## src/rtl/inst_prefetch_queue.sv

```systemverilog
`timescale 1ns/1ps
`default_nettype none
// ============================================================================
// Module   : inst_prefetch_queue
// Purpose  : Instruction prefetch queue sitting between instruction memory
//            and the IF/ID register. Runs its own fetch PC, issues word reads
//            over a req/ready handshake, buffers up to DEPTH {pc, inst}
//            pairs and presents the oldest one to the IF stage over a
//            valid/ready handshake. A redirect flushes the queue, restarts
//            fetching at the new PC and discards any read still in flight.
// Revision : 1.0 - initial release
// ----------------------------------------------------------------------------
// Parameters
//   DEPTH      queue entries (power of two, >= 2)
//   ADDR_LEN   PC / address width
//   INSTR_LEN  instruction width
//   RESET_PC   fetch PC after reset
// Ports
//   clk               clock, rising edge
//   rst               synchronous active-high reset
//   mem_req_o         instruction read request
//   mem_addr_o        word-aligned read address, stable until mem_ready_i
//   mem_ready_i       read completes this cycle, mem_rdata_i valid
//   mem_rdata_i       instruction read data
//   out_valid_o       queue head valid
//   out_ready_i       IF stage accepts the head (low = stall)
//   out_inst_o        head instruction
//   out_pc_o          head instruction address
//   out_pc_plus_4_o   out_pc_o + 4
//   redirect_valid_i  taken branch / jump, flush and refetch
//   redirect_pc_i     new fetch PC (low two bits ignored)
// ============================================================================
module inst_prefetch_queue #(
  parameter int                  DEPTH     = 4,
  parameter int                  ADDR_LEN  = 32,
  parameter int                  INSTR_LEN = 32,
  parameter logic [ADDR_LEN-1:0] RESET_PC  = '0
) (
  input  logic                 clk,
  input  logic                 rst,
  // instruction memory side
  output logic                 mem_req_o,
  output logic [ADDR_LEN-1:0]  mem_addr_o,
  input  logic                 mem_ready_i,
  input  logic [INSTR_LEN-1:0] mem_rdata_i,
  // IF stage side
  output logic                 out_valid_o,
  input  logic                 out_ready_i,
  output logic [INSTR_LEN-1:0] out_inst_o,
  output logic [ADDR_LEN-1:0]  out_pc_o,
  output logic [ADDR_LEN-1:0]  out_pc_plus_4_o,
  // redirect from branch / jump resolution
  input  logic                 redirect_valid_i,
  input  logic [ADDR_LEN-1:0]  redirect_pc_i
);

  // --------------------------------------------------------------------------
  // Constants
  // --------------------------------------------------------------------------
  localparam int PTR_W = (DEPTH > 1) ? $clog2(DEPTH) : 1;
  localparam int CNT_W = PTR_W + 1;

  localparam logic [CNT_W:0]    DEPTH_LIM = (CNT_W + 1)'(DEPTH);
  localparam logic [ADDR_LEN-1:0] WORD_STEP = ADDR_LEN'(4);

  // FSM encoding
  localparam logic [1:0] S_IDLE = 2'd0;  // no read outstanding
  localparam logic [1:0] S_WAIT = 2'd1;  // read outstanding, result kept
  localparam logic [1:0] S_DROP = 2'd2;  // read outstanding, result discarded

  // --------------------------------------------------------------------------
  // State
  // --------------------------------------------------------------------------
  logic [1:0]           state_q,    state_d;
  logic [ADDR_LEN-1:0]  fetch_pc_q, fetch_pc_d;
  logic [ADDR_LEN-1:0]  req_addr_q, req_addr_d;
  logic [PTR_W-1:0]     head_q,     head_d;
  logic [PTR_W-1:0]     tail_q,     tail_d;
  logic [CNT_W-1:0]     count_q,    count_d;

  logic [ADDR_LEN-1:0]  pc_mem_q   [DEPTH];
  logic [INSTR_LEN-1:0] inst_mem_q [DEPTH];

  // --------------------------------------------------------------------------
  // Combinational helpers
  // --------------------------------------------------------------------------
  logic                w_busy;
  logic [CNT_W:0]      w_occupancy;
  logic                w_can_issue;
  logic                w_mem_req;
  logic [ADDR_LEN-1:0] w_mem_addr;
  logic                w_push;
  logic                w_pop;
  logic                w_out_valid;
  logic [ADDR_LEN-1:0] w_redirect_aligned;
  logic                w_unused_low_bits;

  assign w_busy = (state_q != S_IDLE);

  // An outstanding read reserves a slot so its data always has a home.
  // A pop in the same cycle does not free a slot for issuing.
  assign w_occupancy = {1'b0, count_q} + {{CNT_W{1'b0}}, w_busy};
  assign w_can_issue = (w_occupancy < DEPTH_LIM);

  assign w_out_valid        = (count_q != '0);
  assign w_pop              = w_out_valid & out_ready_i & ~redirect_valid_i;
  assign w_redirect_aligned = {redirect_pc_i[ADDR_LEN-1:2], 2'b00};

  // The low address bits of a redirect target are intentionally dropped.
  assign w_unused_low_bits = ^redirect_pc_i[1:0];

  // --------------------------------------------------------------------------
  // FSM: state register
  // --------------------------------------------------------------------------
  always_ff @(posedge clk) begin
    if (rst) begin
      state_q <= S_IDLE;
    end else begin
      state_q <= state_d;
    end
  end

  // --------------------------------------------------------------------------
  // FSM: next-state logic
  // --------------------------------------------------------------------------
  always_comb begin
    state_d = state_q;
    case (state_q)
      S_IDLE: begin
        if (w_mem_req && !mem_ready_i) begin
          state_d = S_WAIT;
        end
      end
      S_WAIT: begin
        // A completing read returns to IDLE whether its data is kept or
        // discarded; only a redirect without completion needs DROP.
        if (mem_ready_i) begin
          state_d = S_IDLE;
        end else if (redirect_valid_i) begin
          state_d = S_DROP;
        end
      end
      S_DROP: begin
        if (mem_ready_i) begin
          state_d = S_IDLE;
        end
      end
      default: begin
        state_d = S_IDLE;
      end
    endcase
  end

  // --------------------------------------------------------------------------
  // FSM: outputs (memory request, address, push qualification)
  // --------------------------------------------------------------------------
  always_comb begin
    w_mem_req  = 1'b0;
    w_mem_addr = fetch_pc_q;
    w_push     = 1'b0;
    case (state_q)
      S_IDLE: begin
        // No new request in a redirect cycle: fetch_pc is about to change.
        w_mem_req  = w_can_issue & ~redirect_valid_i;
        w_mem_addr = fetch_pc_q;
        w_push     = w_mem_req & mem_ready_i;
      end
      S_WAIT: begin
        w_mem_req  = 1'b1;
        w_mem_addr = req_addr_q;
        w_push     = mem_ready_i & ~redirect_valid_i;
      end
      S_DROP: begin
        w_mem_req  = 1'b1;
        w_mem_addr = req_addr_q;
        w_push     = 1'b0;
      end
      default: begin
        w_mem_req  = 1'b0;
        w_mem_addr = fetch_pc_q;
        w_push     = 1'b0;
      end
    endcase
    // A read abandoned by reset must not be requested during the reset cycle.
    if (rst) begin
      w_mem_req = 1'b0;
      w_push    = 1'b0;
    end
  end

  assign mem_req_o  = w_mem_req;
  assign mem_addr_o = w_mem_addr;

  // --------------------------------------------------------------------------
  // Datapath next-state
  // --------------------------------------------------------------------------
  always_comb begin
    fetch_pc_d = fetch_pc_q;
    req_addr_d = req_addr_q;
    head_d     = head_q;
    tail_d     = tail_q;
    count_d    = count_q;

    // Latch the address of a request that did not complete immediately so
    // it stays stable until the memory acknowledges it.
    if ((state_q == S_IDLE) && w_mem_req && !mem_ready_i) begin
      req_addr_d = fetch_pc_q;
    end

    if (redirect_valid_i) begin
      fetch_pc_d = w_redirect_aligned;
      head_d     = '0;
      tail_d     = '0;
      count_d    = '0;
    end else begin
      if (w_push) begin
        fetch_pc_d = fetch_pc_q + WORD_STEP;
        tail_d     = tail_q + PTR_W'(1);
      end
      if (w_pop) begin
        head_d = head_q + PTR_W'(1);
      end
      case ({w_push, w_pop})
        2'b10:   count_d = count_q + CNT_W'(1);
        2'b01:   count_d = count_q - CNT_W'(1);
        default: count_d = count_q;
      endcase
    end
  end

  // --------------------------------------------------------------------------
  // Registers
  // --------------------------------------------------------------------------
  always_ff @(posedge clk) begin
    if (rst) begin
      fetch_pc_q <= RESET_PC;
      req_addr_q <= RESET_PC;
      head_q     <= '0;
      tail_q     <= '0;
      count_q    <= '0;
    end else begin
      fetch_pc_q <= fetch_pc_d;
      req_addr_q <= req_addr_d;
      head_q     <= head_d;
      tail_q     <= tail_d;
      count_q    <= count_d;
    end
  end

  // Storage is cleared on reset so the head presents zeros afterwards.
  always_ff @(posedge clk) begin
    if (rst) begin
      for (int i = 0; i < DEPTH; i++) begin
        pc_mem_q[i]   <= '0;
        inst_mem_q[i] <= '0;
      end
    end else if (w_push) begin
      pc_mem_q[tail_q]   <= w_mem_addr;
      inst_mem_q[tail_q] <= mem_rdata_i;
    end
  end

  // --------------------------------------------------------------------------
  // IF-stage outputs: driven straight from registers
  // --------------------------------------------------------------------------
  assign out_valid_o     = w_out_valid;
  assign out_inst_o      = inst_mem_q[head_q];
  assign out_pc_o        = pc_mem_q[head_q];
  assign out_pc_plus_4_o = pc_mem_q[head_q] + WORD_STEP;

endmodule
`default_nettype wire
```

## config.mk

```make
export PLATFORM = sky130hd
export DESIGN_NAME = inst_prefetch_queue
export DESIGN_NICKNAME = d
export VERILOG_FILES = /design/src/rtl/inst_prefetch_queue.sv
export SDC_FILE = /design/constraint.sdc
export NUM_CORES = 1
export LEC_CHECK = 0
export ABC_CLOCK_PERIOD_IN_PS = 9400
export CAP_MARGIN = 20
export CELL_PAD_IN_SITES_DETAIL_PLACEMENT = 1
export CELL_PAD_IN_SITES_GLOBAL_PLACEMENT = 1
export CORE_MARGIN = 1.5
export CORE_UTILIZATION = 48
export DETAILED_ROUTE_END_ITERATION = 6
export PLACE_DENSITY = 0.88
export RECOVER_POWER = 25
export SYNTH_ARGS = -nofsm -noshare
export SYNTH_HDL_FRONTEND = slang
export SYNTH_SLANG_ARGS = --single-unit
export TNS_END_PERCENT = 30
```

## constraint.sdc

```tcl
create_clock -name clk -period 9.4 [get_ports clk]
set_input_delay 1.88 -clock clk [delete_from_list [all_inputs] [get_ports clk]]
set_output_delay 1.88 -clock clk [all_outputs]
set_load 0.01 [all_outputs]
```

==> metrics.md <==
| Metric | Value |
|---|---|
| Status | complete, but fails checks |
| Violations in the final reports | capacitance limit, slew limit |
| Detailed Place HPWL | 27300 um |
| Count of buffering cells on the critical path with inverters included | 5 |
| Count of cell types in the netlist | 54 |
| Final instance area | 18000 sq um |
| Slew @ Worst Pin | 2160 ps |
| Upper clock frequency limit | 0.132 GHz |
| Post-layout nets | 1429 |
| RSZ-0062 raised after global routing | false |
| Core region area | 29900 sq um |
| Area growth from synthesis to layout | 22.5% |
| Static Leakage | 6.31 nW |
| Ys flop type | sky130_fd_sc_hd__edfxtp_1 |
| Largest net degree at the start of global routing | 70 |
| Share of synthesized flip-flops with an asynchronous set or reset | 0% |
| Initial antenna violation count | 0 |
| Worst hold slack across all endpoints | 456 ps |
| Library cell used as clock root buffer | sky130_fd_sc_hd__clkbuf_16 |
| Starting DRC count in detailed routing | 1066 |
| Die width | 178 um |
| Synthesis warning total | 0 |
| Per-instance average area after synthesis | 12.5 sq um |
| Number of flops mapped to enable cells by yosys | 248 |
| Clock latency of the later-clocked register in the worst-skew pair | 520 ps |
| Via count of the routed design | 10400 |
| Starting Density | 49.2% |
| Power density normalized to cell area | 184 nW/um^2 |
| Peak supply drop | 0.000123 V |
| Class of the tightest hold or removal check | reg -> reg |
| Final setup viols | 0 |
| Avg Vias per Cell | 5.91 |
| Critical path data required time | 9840 ps |
| Netlist area before placement | 14700 sq um |
| Antenna cells | 0 |
| Final core utilization | 60.3% |
| Sort of element at the start of the critical path | input pin |
| Number of buffer cells added on primary ports | 190 |
| Number of slew-limit violations in the final report | 149 |
| Clock transition at the registers of the reported paths | 60 ps |
| Final total power | 3.30 mW |
| Via count of the first global-routing pass | 11000 |
| Critical path destination | count_q[2] |
| Quantity of hold-fixing buffers added after cts | 0 |
| DRT antenna net count | 0 |
| TritonRoute pass-1 iters | 5 |
| Slowest stage delay, CP | 1380 ps |
| CTS tree | done |
| Routed wire length per instance | 25.5 um |
| Number of clock sinks | 319 |
| Data arrival time of the worst path | 8000 ps |
| CP max-delay cell | sky130_fd_sc_hd__clkbuf_1 |
| Syn Inst Count | 1180 |
| Fraction of final layout cells sized beyond drive strength 1 | 9.52% |
| Number of standard-cell rows in the floorplan | 63 |
| Final WL | 45000 um |
| Flop-to-flop setup slack | 3700 ps |
| Final Skew | 24.4 ps |
| Count of max-cap constraint violations | 4 |
| Flip-flop and latch count after synthesis | 319 |
| Cells resized by post-CTS repair | 0 |
| Worst reg2reg startpoint | state_q[0] |
| Die height | 178 um |
| Final min period | 7570 ps |
| All-layer global routing usage | 29.1% |
| Crit Path Category | in -> reg |
| Sequential fraction of the synthesis area | 60.4% |
| Grt ovf | 0 |
| Critical path fanouts, max | 34 |
| Setup Total Neg Slack | 0 ps |
| Number of buffers on the longest clock path | 3 |
| Cell family with the largest share of critical-path delay | buffers and inverters |
| Slew headroom | -43.9% |
| Endpoint of the lowest-slack register-to-register path | count_q[2] |
| Post-CTS Setup Bufs | 0 |
| Gpl congestion | 0.767 |
| Die Area | 31700 sq um |
| Global-route wire length before repair | 68400 um |
| DRC violation count after routing | 0 |
| Critical path launch point | redirect_valid_i |
| Instance count on the critical path | 12 |
| Final-report hold violation count | 0 |
| Total I/O pin count | 199 |
| Setup crit end kind | register |
| Number of clock buffers inserted by TritonCTS | 34 |
| Reg2reg path depth | 13 |
| Series of cell instances along the critical path | dlygate4sd3_1 -> or2_0 -> a211oi_4 -> clkbuf_1 -> inv_1 -> clkbuf_1 -> ha_1 -> inv_1 -> fa_1 -> xor2_1 -> or3_1 -> a21oi_1 |
| Dpl cell area | 16900 sq um |
| Number of levels the H-tree was split into | 2 |
| Fill cell count | 2964 |
| Final worst path period share | 80.5% |
## metal layers
metal	up-vias	GRT usage, %	wire (um)
met5	-	0	0
met4	0	10.3	1500
met3	101	3.73	2930
met2	514	49.3	22500
met1	5293	38.6	18100
li1	4529	-	-
## synth_stat cells (all sizes together) (17+ instances only)
library cell  instances  share of area (%)
nand3                17               0.58
edfxtp              248                 51
mux2i                30                2.0
nor2                166                4.2
a21oi                51                1.7
xor2                 20                1.2
a211oi               18               0.95
inv                  50                1.3
and2                132                5.6
dfxtp                71                9.7
nand2                94                2.4
clkbuf               54                1.4
mux4                 62                9.7
buf                  24                1.1
xnor2                35                2.1
## placed cells by master, fill, tap and decap left out, types with 20 or more instances in the layout
cell type and n:
sky130_fd_sc_hd__edfxtp_1 248, sky130_fd_sc_hd__clkdlybuf4s50_1 180, sky130_fd_sc_hd__nor2_1 166, sky130_fd_sc_hd__and2_1 102
sky130_fd_sc_hd__nand2_1 94, sky130_fd_sc_hd__dfxtp_1 70, sky130_fd_sc_hd__mux4_2 55, sky130_fd_sc_hd__a21oi_1 51
sky130_fd_sc_hd__inv_1 49, sky130_fd_sc_hd__clkbuf_16 35, sky130_fd_sc_hd__xnor2_1 34, sky130_fd_sc_hd__mux2i_1 30
sky130_fd_sc_hd__and2_0 30, sky130_fd_sc_hd__xor2_1 20
## registers in the layout (all words and copies together) (netlist names), named ones only
| signal | count |
|---|---|
| count_q | 3 |
| fetch_pc_q | 30 |
| tail_q | 2 |
| head_q | 2 |
| state_q | 2 |
| req_addr_q | 30 |
| pc_mem_q | 120 |
| inst_mem_q | 128 |
## worst min-delay path by stage
stage / startpoint / end / cells after the start
2_1_floorplan: req_addr_q[10] / req_addr_q[10] / 2
6_report: req_addr_q[30] / req_addr_q[30] / 2
3_5_place_dp: req_addr_q[30] / req_addr_q[30] / 2
5_1_grt: req_addr_q[30] / req_addr_q[30] / 2
3_3_place_gp: req_addr_q[12] / req_addr_q[12] / 2
4_1_cts: req_addr_q[30] / req_addr_q[30] / 2
## tightest hold or removal path, delay by kind of cell (launching register included)
kind	cells	cell delay, ps
and+or+nand+nor	1	50
DFF	1	310
AOI/OAI and AO/OA	1	50
## power by group
part	switching, mW	internal, mW
registers	0.0354	1.58
logic	0.189	0.142
clock network	0.563	0.792
## cell type report
cell class / count / area [sq um] / share of cell area (%)
Timing Repair Buffer: 209 / 2020 / 11.2
Tap cell: 390 / 488 / 2.71
Clock inverter: 17 / 180 / 1.00
Multi-Input combinational cell: 738 / 5350 / 29.7
Clock buffer: 43 / 906 / 5.03
Sequential cell: 319 / 8870 / 49.3
Inverter: 50 / 188 / 1.04
## cells by family after synthesis
logic type,synth area share [%]
adder cells (fa/ha/maj),0.732
buffers and inverters,3.76
flip-flops,60.4
other,0.0255
AND/OR/NAND/NOR,16.0
XOR/XNOR,3.33
multiplexers,11.7
AO/OA/AOI/OAI,4.04
## metrics by stage
step	setup WS, ps	cells
floorplan	4350	1185
global placement	3490	1706
detailed placement	3440	1706
CTS	2820	1766
global route	1590	1766
finish	1830	1766
No activity file was read; power rests on OpenSTA's default activity.
